## src/rtl/ga_generation_ctrl_if.sv

```systemverilog
// Handshake bundle between the GA generation scheduler (master) and the
// stage datapaths plus run control (slave).
interface ga_generation_ctrl_if #(
    parameter int FIT_W = 12
);
    logic             run;
    logic             abort;
    logic [FIT_W-1:0] fit_target;
    logic [FIT_W-1:0] best_fit;
    logic             sel_start;
    logic             xo_start;
    logic             mut_start;
    logic             sel_done;
    logic             xo_done;
    logic             mut_done;
    logic [31:0]      prg_seed;
    logic [15:0]      gen_count;
    logic             busy;
    logic             run_done;
    logic             err;
    logic [1:0]       err_stage;

    modport master (
        input  run, abort, fit_target, best_fit, sel_done, xo_done, mut_done,
        output sel_start, xo_start, mut_start, prg_seed, gen_count,
               busy, run_done, err, err_stage
    );

    modport slave (
        output run, abort, fit_target, best_fit, sel_done, xo_done, mut_done,
        input  sel_start, xo_start, mut_start, prg_seed, gen_count,
               busy, run_done, err, err_stage
    );
endinterface

```

## src/rtl/ga_generation_ctrl.sv

```systemverilog
// Generation scheduler for one GA run: sequences selection, crossover and
// mutation per generation with fresh LFSR seeds and a per-stage watchdog.
module ga_generation_ctrl #(
    parameter int          MAX_GEN   = 1000,
    parameter int          TIMEOUT   = 4096,
    parameter int          FIT_W     = 12,
    parameter logic [31:0] SEED_INIT = 32'hACE1_2468
) (
    input logic                  clk,
    input logic                  rst_n,
    ga_generation_ctrl_if.master bus
);
    localparam logic [3:0] IDLE    = 4'd0;
    localparam logic [3:0] SEL_GO  = 4'd1;
    localparam logic [3:0] SEL_GAP = 4'd2;
    localparam logic [3:0] XO_GO   = 4'd3;
    localparam logic [3:0] XO_GAP  = 4'd4;
    localparam logic [3:0] MUT_GO  = 4'd5;
    localparam logic [3:0] MUT_GAP = 4'd6;
    localparam logic [3:0] CHECK   = 4'd7;
    localparam logic [3:0] DONE    = 4'd8;
    localparam logic [3:0] ERR     = 4'd9;

    localparam int               WD_W       = $clog2(TIMEOUT + 1);
    localparam logic [WD_W-1:0]  WD_LAST    = WD_W'(TIMEOUT - 1);
    localparam logic [15:0]      GEN_LIMIT  = 16'(MAX_GEN);
    // An all-zero Galois LFSR would lock up, so zero is replaced by one.
    localparam logic [31:0]      SEED_RESET = (SEED_INIT == 32'd0) ? 32'd1 : SEED_INIT;

    logic [3:0]       state_q, state_d;
    logic [15:0]      genCount_q, genCount_d;
    logic [FIT_W-1:0] bestFit_q, bestFit_d;
    logic [FIT_W-1:0] fitTarget_q, fitTarget_d;
    logic [31:0]      seed_q, seed_d;
    logic [WD_W-1:0]  wdCount_q, wdCount_d;
    logic [1:0]       errStage_q, errStage_d;
    logic             enterGo;
    logic             wdExpired;

    function automatic logic [31:0] lfsrStep(input logic [31:0] s);
        lfsrStep = s[0] ? ((s >> 1) ^ 32'h8020_0003) : (s >> 1);
    endfunction

    assign wdExpired = (wdCount_q == WD_LAST);

    always_comb begin
        state_d     = state_q;
        genCount_d  = genCount_q;
        bestFit_d   = bestFit_q;
        fitTarget_d = fitTarget_q;
        seed_d      = seed_q;
        wdCount_d   = wdCount_q;
        errStage_d  = errStage_q;
        enterGo     = 1'b0;

        case (state_q)
            IDLE, DONE, ERR: begin
                if (bus.run) begin
                    fitTarget_d = bus.fit_target;
                    genCount_d  = 16'd0;
                    errStage_d  = 2'd0;
                    state_d     = SEL_GO;
                    enterGo     = 1'b1;
                end
            end
            SEL_GO: begin
                if (bus.sel_done) begin
                    bestFit_d = bus.best_fit;
                    state_d   = SEL_GAP;
                end else if (wdExpired) begin
                    state_d    = ERR;
                    errStage_d = 2'd1;
                end else begin
                    wdCount_d = wdCount_q + 1'b1;
                end
            end
            SEL_GAP: begin
                state_d = XO_GO;
                enterGo = 1'b1;
            end
            XO_GO: begin
                if (bus.xo_done) begin
                    state_d = XO_GAP;
                end else if (wdExpired) begin
                    state_d    = ERR;
                    errStage_d = 2'd2;
                end else begin
                    wdCount_d = wdCount_q + 1'b1;
                end
            end
            XO_GAP: begin
                state_d = MUT_GO;
                enterGo = 1'b1;
            end
            MUT_GO: begin
                if (bus.mut_done) begin
                    genCount_d = (genCount_q == 16'hFFFF) ? 16'hFFFF : genCount_q + 16'd1;
                    state_d    = MUT_GAP;
                end else if (wdExpired) begin
                    state_d    = ERR;
                    errStage_d = 2'd3;
                end else begin
                    wdCount_d = wdCount_q + 1'b1;
                end
            end
            MUT_GAP: state_d = CHECK;
            CHECK: begin
                if (bestFit_q <= fitTarget_q) begin
                    state_d = DONE;
                end else if (genCount_q == GEN_LIMIT) begin
                    state_d = DONE;
                end else begin
                    state_d = SEL_GO;
                    enterGo = 1'b1;
                end
            end
            default: state_d = IDLE;
        endcase

        if (enterGo) begin
            seed_d    = lfsrStep(seed_q);
            wdCount_d = '0;
        end

        // Abort overrides whatever the state machine decided this cycle.
        if (bus.abort) begin
            state_d     = IDLE;
            genCount_d  = genCount_q;
            bestFit_d   = bestFit_q;
            fitTarget_d = fitTarget_q;
            seed_d      = seed_q;
            wdCount_d   = '0;
            errStage_d  = 2'd0;
        end
    end

    always_ff @(posedge clk or negedge rst_n) begin
        if (!rst_n) begin
            state_q     <= IDLE;
            genCount_q  <= 16'd0;
            bestFit_q   <= '0;
            fitTarget_q <= '0;
            seed_q      <= SEED_RESET;
            wdCount_q   <= '0;
            errStage_q  <= 2'd0;
        end else begin
            state_q     <= state_d;
            genCount_q  <= genCount_d;
            bestFit_q   <= bestFit_d;
            fitTarget_q <= fitTarget_d;
            seed_q      <= seed_d;
            wdCount_q   <= wdCount_d;
            errStage_q  <= errStage_d;
        end
    end

    assign bus.sel_start = (state_q == SEL_GO);
    assign bus.xo_start  = (state_q == XO_GO);
    assign bus.mut_start = (state_q == MUT_GO);
    assign bus.prg_seed  = seed_q;
    assign bus.gen_count = genCount_q;
    assign bus.busy      = !((state_q == IDLE) || (state_q == DONE) || (state_q == ERR));
    assign bus.run_done  = (state_q == DONE);
    assign bus.err       = (state_q == ERR);
    assign bus.err_stage = errStage_q;
endmodule

```

## src/flat_wrapper.sv

```systemverilog
// flat-port wrapper written by rule: the top's interface ports become plain ports
module ga_generation_ctrl_flat 
#(
    parameter int          MAX_GEN   = 1000,
    parameter int          TIMEOUT   = 4096,
    parameter int          FIT_W     = 12,
    parameter logic [31:0] SEED_INIT = 32'hACE1_2468
)
  (clk, rst_n, bus_run, bus_abort, bus_fit_target, bus_best_fit, bus_sel_done, bus_xo_done, bus_mut_done, bus_sel_start, bus_xo_start, bus_mut_start, bus_prg_seed, bus_gen_count, bus_busy, bus_run_done, bus_err, bus_err_stage);
  ga_generation_ctrl_if #(.FIT_W(FIT_W)) bus_i ();
  input logic clk;
  input logic rst_n;
  input wire logic [$bits(bus_i.run)-1:0] bus_run;
  input wire logic [$bits(bus_i.abort)-1:0] bus_abort;
  input wire logic [$bits(bus_i.fit_target)-1:0] bus_fit_target;
  input wire logic [$bits(bus_i.best_fit)-1:0] bus_best_fit;
  input wire logic [$bits(bus_i.sel_done)-1:0] bus_sel_done;
  input wire logic [$bits(bus_i.xo_done)-1:0] bus_xo_done;
  input wire logic [$bits(bus_i.mut_done)-1:0] bus_mut_done;
  output wire logic [$bits(bus_i.sel_start)-1:0] bus_sel_start;
  output wire logic [$bits(bus_i.xo_start)-1:0] bus_xo_start;
  output wire logic [$bits(bus_i.mut_start)-1:0] bus_mut_start;
  output wire logic [$bits(bus_i.prg_seed)-1:0] bus_prg_seed;
  output wire logic [$bits(bus_i.gen_count)-1:0] bus_gen_count;
  output wire logic [$bits(bus_i.busy)-1:0] bus_busy;
  output wire logic [$bits(bus_i.run_done)-1:0] bus_run_done;
  output wire logic [$bits(bus_i.err)-1:0] bus_err;
  output wire logic [$bits(bus_i.err_stage)-1:0] bus_err_stage;
  assign bus_i.run = bus_run;
  assign bus_i.abort = bus_abort;
  assign bus_i.fit_target = bus_fit_target;
  assign bus_i.best_fit = bus_best_fit;
  assign bus_i.sel_done = bus_sel_done;
  assign bus_i.xo_done = bus_xo_done;
  assign bus_i.mut_done = bus_mut_done;
  assign bus_sel_start = bus_i.sel_start;
  assign bus_xo_start = bus_i.xo_start;
  assign bus_mut_start = bus_i.mut_start;
  assign bus_prg_seed = bus_i.prg_seed;
  assign bus_gen_count = bus_i.gen_count;
  assign bus_busy = bus_i.busy;
  assign bus_run_done = bus_i.run_done;
  assign bus_err = bus_i.err;
  assign bus_err_stage = bus_i.err_stage;
  ga_generation_ctrl #(.MAX_GEN(MAX_GEN), .TIMEOUT(TIMEOUT), .FIT_W(FIT_W), .SEED_INIT(SEED_INIT)) u_core (.clk(clk), .rst_n(rst_n), .bus(bus_i));
endmodule
```

## config.mk

```make
export PLATFORM = sky130hd
export DESIGN_NAME = ga_generation_ctrl_flat
export DESIGN_NICKNAME = d
export VERILOG_FILES = /design/src/rtl/ga_generation_ctrl_if.sv /design/src/rtl/ga_generation_ctrl.sv /design/src/flat_wrapper.sv
export SDC_FILE = /design/constraint.sdc
export NUM_CORES = 1
export LEC_CHECK = 0
export CORE_MARGIN = 3
export CORE_UTILIZATION = 35
export DETAILED_ROUTE_END_ITERATION = 12
export GPL_ROUTABILITY_DRIVEN = 0
export PLACE_DENSITY_LB_ADDON = 0.12
export REMOVE_ABC_BUFFERS = 1
export SLEW_MARGIN = 20
export SYNTH_ARGS = -nofsm -noshare
export SYNTH_HDL_FRONTEND = slang
export SYNTH_SLANG_ARGS = --single-unit
```

## constraint.sdc

```tcl
create_clock -name clk -period 2.25 [get_ports clk]
set_clock_uncertainty 0.1 [all_clocks]
set_input_delay 0.45 -clock clk [delete_from_list [all_inputs] [get_ports clk]]
set_output_delay 0.45 -clock clk [all_outputs]
set_load 0.02 [all_outputs]
```

# == After elaboration in Yosys (flattened, before gate mapping) ==
# Index checks and enable logic that the tools add are counted.
# word_totals
register_bits,91
latch_bits,0
ramBits,0
rom_bits,0
in_bits,31
out_inout_bits,56
elab_cells,85
mem_count,0
# classes
add_sub_neg,2
mul,0
div_mod_pow,0
n_lt_le_gt_ge,1
n_eq_ne,24
n_shift,0
n_mux,34
n_bitwise,2
n_reduce_logical,15
# ops
cell,count
13-bit two-way mux,6
16-bit two-way mux,3
13-bit one-hot mux with 3 select lines,1
32-bit two-way mux,1
4-bit two-way mux,8
16-bit one-hot mux with 2 select lines,1
4-bit one-hot mux with 8 select lines,1
"16-bit by 1-bit adder with 16-bit output, second input constant",1
"16-bit by 10-bit equality test with 1-bit output, second input constant",1
"16-bit equality test, second input constant",1
"4-bit by 3-bit equality test with 1-bit output, second input constant",4
2-bit two-way mux,8
"13-bit by 1-bit adder with 13-bit output, second input constant",1
"13-bit by 12-bit equality test with 1-bit output, second input constant",1
12-bit less-or-equal comparator,1
"3-bit inequality test, second input constant",4
"4-bit by 3-bit inequality test with 1-bit output, second input constant",3
5-bit nonzero test,2
"3-bit by 2-bit inequality test with 1-bit output, second input constant",3
"4-bit by 2-bit equality test with 1-bit output, second input constant",2
"4-bit equality test, second input constant",2
2-bit one-hot mux with 4 select lines,1
4-bit AND reduction,2
8-bit AND reduction,1
other kinds (14),19

# == Longest topological paths before layout ==
# logic_depth
depth_word,6
depth_mapped,9
mapped_depth_nobuf,8

# == Worst setup path after synthesis ==
# No wires, ideal clock.
# synth_timing
path_type,register to register
start,"register u_core.genCount_q[0], in the netlist u_core.bus.gen_count[0]"
end,"register u_core.seed_q[1], in the netlist u_core.bus.prg_seed[1]"
setup_ns,0.125
t_arrival_ns,1.909
t_required_ns,2.025
slack_ns,0.115
stages_incl_launch_ff,9
n_path_buf,1
period_less_slack_ns,2.135
cell_sequence,dfrtp_1 inv_1 ha_1 and4b_1 a31o_1 o21ai_2 nand3b_4 buf_6 mux2_4
# synth_via
elab_chain_len,5
# synth_rtl
element,line_no,source
from (decl),ga_generation_ctrl.sv:31,"logic [15:0] genCount_q, genCount_d;"
from (signal assigned),ga_generation_ctrl.sv:148,genCount_q <= genCount_d;
16-bit by 10-bit equality test with 1-bit output,ga_generation_ctrl.sv:110,end else if (genCount_q == GEN_LIMIT) begin
1-bit two-way mux,ga_generation_ctrl.sv:110,
1-bit two-way mux,ga_generation_ctrl.sv:108,if (bestFit_q <= fitTarget_q) begin
1-bit one-hot mux with 3 select lines,ga_generation_ctrl.sv:56,case (state_q)
2-bit AND reduction (no line),--,
to (signal assigned),ga_generation_ctrl.sv:143,seed_q <= SEED_RESET;
to (signal assigned),ga_generation_ctrl.sv:151,seed_q <= seed_d;
to (decl),ga_generation_ctrl.sv:34,"logic [31:0] seed_q, seed_d;"
# No other way between the ends.
# A chain may end at the register's enable or synchronous reset.

# == Worst setup path in the final report ==
# layout_timing
start,register u_core.bestFit_q[1]
end,"register u_core.seed_q[30], in the netlist u_core.bus.prg_seed[30]"
# layout_via
elab_chain_len,4
# layout_rtl
element,line_no,source
from (decl),ga_generation_ctrl.sv:32,"logic [FIT_W-1:0] bestFit_q, bestFit_d;"
from (signal assigned),ga_generation_ctrl.sv:149,bestFit_q <= bestFit_d;
12-bit less-or-equal comparator,ga_generation_ctrl.sv:108,
1-bit two-way mux,ga_generation_ctrl.sv:108,
1-bit one-hot mux with 3 select lines,ga_generation_ctrl.sv:56,
2-bit AND reduction (no line),--,
# No other way between the ends.

==> out/qor.txt <==
Layout Nets - 593
crit share post-route - 98.57%
endpoints failing setup - 0
sequential fraction of the synthesis area - 48.31%
H-tree Lvls - 3
Die W - 122.5 um
ANT cells - 0
CP arrival - 2.35 ns
fmax - 450.9 MHz
HP Class - reg -> reg
Multi-input gate area - 2371 sq um
Port Buffer Count - 86
cell taking the most area after synthesis - dfrtp_1
DP Wirelength - 8091 um
initial DRC count - 278
status - finished clean
hold path startpoint - u_core.fitTarget_q[2]
critical path class - reg -> reg
Clk Latency, worst-skew pair - 0.35 ns
vias in the first global route - 3,764
P&R area growth vs syn - 38.09%
Routed WL - 11,370 um
Final Hold Viols - 0
Max clock buf depth - 2
wire per inst - 15.70 um
Synth area leaders - dfrtp_1, mux2_2, dfstp_2
reg2reg setup slack - 0.03 ns
CP Capture Type - flip-flop
Register Area - 2298 sq um
setup slack after layout - 0.03228 ns
worst r2r dst - u_core.bus.prg_seed[30]
EDFF count, synth - 0
Slew Viols, Final - 0
cell area after synthesis - 4747 sq um
DP Worst Slack - -0.2122 ns
LEAKAGE - 0.002888 uW
Die Ht - 122.5 um
FILL cells - 1,204
CTS Buf Count - 9
Cell Area, Placed - 6115 sq um
synthesized instance count - 418
via count - 3,642
share of cells above drive strength 1 - 30.25%
DRC viols - 0
Core Area - 12,930 sq um
CTS Sinks - 91
grt ovf - 0
drt via density - 5.030
post-route minimum period - 2.218 ns
reg2reg start - u_core.bestFit_q[1]
initial core utilization - 36.72%
Antenna Nets Post-Route - 0
Synthesis Warnings - 0
overall routing resource usage - 15.70%
Worst Hold End - u_core.fitTarget_q[2]
unrepaired setup endpoints after global routing - true
critical-path maximum fanout - 11
Worst Tran Pin Value - 0.3748 ns
power per cell area - 671.3 nW/um^2
Hold Path Stages - 1
r2r worst-path depth - 8
FP Rows - 41
die area - 15,000 sq um
Syn Area/Cell - 11.36 sq um
Ports - 87
Worst-path clk slew - 0.07 ns
Yosys top cell area share - 41.12%
Worst EP required - 2.38 ns
synthesis-stage register bit count - 91
Startpoint Class - flip-flop
Slew headroom - 75.01%
drt pass-1 iters - 4
Max Cap Violations - 0
ys async rst share - 100.0%
CTS tree - yes
largest net degree at the start of global routing - 41
Cell variety after synth - 66
CTS root buf - clkbuf_16
Synth Flop Type - dfrtp_1
initial antenna violation count - 0
Max IR drop VDD - 0.4546 mV
post-route design area - 6555 sq um
first-pass GRT wire length - 18,450 um
[cell usage after synthesis, drive strengths merged, types with 7 or more instances]
master   n
a22o    11
xnor2   12
buf     16
a21oi   20
o31ai    7
dfstp   13
mux2    56
nand4    8
nor2    29
nand3   17
o21ai   27
inv     20
dfrtp   78
ha      15
nor4     7
nand2   20
[critical path: stages, from the launching register on]
cell,delay (ns)
dfrtp_1,0.41
ha_4,0.28
nor2b_4,0.12
o211ai_1,0.08
a211o_1,0.37
nand4_4,0.12
nand3b_4,0.14
buf_12,0.19
mux2_4,0.29
[area by class of cell]
type | instances | area share [%]
Clock inverter | 7 | 1.508
Sequential cell | 91 | 35.06
Inverter | 20 | 1.145
Clock buffer | 9 | 3.436
Tap cell | 172 | 3.283
Timing Repair Buffer | 135 | 19.39
Multi-Input combinational cell | 290 | 36.17
[through the flow]
step	TNS (ns)	utilization, %	cells	power (uW)	hold slack (ns)
after global placement	-5.938	47.30	706	2647	0.2939
after CTS	0	49.94	723	4351	0.4126
after floorplan	-2.530	-	401	2326	0.05441
after global routing	-0.8452	50.71	724	4612	0.4306
after detailed placement	-6.228	47.30	706	2665	0.2943
final	0	50.71	724	4400	0.4103
[metal layers]
metal | wire length (um) | up-vias | GRT usage, %
li1 | - | 1766 | -
met1 | 5378 | 1795 | 20.87
met2 | 5427 | 71 | 25.01
met3 | 419 | 10 | 4.747
met4 | 143 | 0 | 4.199
met5 | 0 | - | 0
[worst max path at each step]
stage,start,end,slack (ns),cells past startpoint
4_1_cts,u_core.fitTarget_q[1],u_core.bus.prg_seed[30],0.001,9
3_5_place_dp,bus_run,u_core.bus.prg_seed[30],-0.21,8
5_1_grt,u_core.fitTarget_q[6],u_core.bus.prg_seed[19],-0.05,9
2_1_floorplan,u_core.bus.gen_count[0],u_core.bus.prg_seed[1],-0.11,7
6_report,u_core.bestFit_q[1],u_core.bus.prg_seed[30],0.03,8
3_3_place_gp,bus_run,u_core.bus.prg_seed[30],-0.21,8
[cell usage in the layout, fill, tap and decap left out, types with 2 or more instances in the layout]
cell / Yosys / layout
nor4_1: 7 / 7
clkbuf_16: 0 / 9
xnor2_1: 12 / 12
or2_2: 2 / 2
a21oi_1: 18 / 17
a21oi_2: 2 / 3
dlygate4sd2_1: 0 / 4
nand2b_1: 4 / 4
xor2_1: 2 / 2
mux2_4: 20 / 23
a211o_1: 2 / 2
bufinv_16: 0 / 2
buf_12: 0 / 4
dfstp_2: 13 / 13
ha_4: 0 / 4
and4_1: 2 / 2
a21o_1: 2 / 2
inv_1: 20 / 19
nand3_1: 17 / 17
nor3b_1: 3 / 3
inv_6: 0 / 2
buf_4: 3 / 46
nor3_1: 6 / 5
nor2_1: 29 / 29
a22o_1: 10 / 10
dfrtp_2: 0 / 4
mux2_2: 36 / 33
nand2_1: 19 / 19
nor2b_1: 3 / 2
ha_1: 15 / 10
o21ai_0: 25 / 25
dfrtp_1: 78 / 74
and3_2: 2 / 2
o31ai_1: 7 / 7
and3_1: 2 / 2
clkdlybuf4s50_1: 0 / 79
nand3b_1: 3 / 3
nand4_1: 6 / 6
[state kept, by name (all words and copies together), names as in the netlist]
name / cells
u_core.state_q: 4
u_core.wdCount_q: 13
u_core.bus.gen_count: 16
u_core.bus.prg_seed: 32
u_core.bus.err_stage: 2
u_core.bestFit_q: 12
u_core.fitTarget_q: 12
[cells by family after synthesis]
logic type	count (synthesis)	share of synthesized area, %
AND/OR/NAND/NOR	120	14.31
flip-flops	91	48.31
AO/OA/AOI/OAI	84	11.89
multiplexers	57	15.08
buffers and inverters	37	3.874
adder cells (fa/ha/maj)	15	3.954
XOR/XNOR	14	2.583
[power breakdown]
group | switching [uW] | internal [uW]
Sequential | 84.2 | 1760
Combinational | 416 | 467
Clock | 688 | 982
[repair_timing]
action,in CTS,in global routing
hold endpoints to repair,22,0
setup buffers,0,1
hold buffers,1,0
endpoints found under the setup margin,25,43
gates resized for setup,12,14
pin swaps,2,4
No activity file was read; power rests on OpenSTA's default activity.
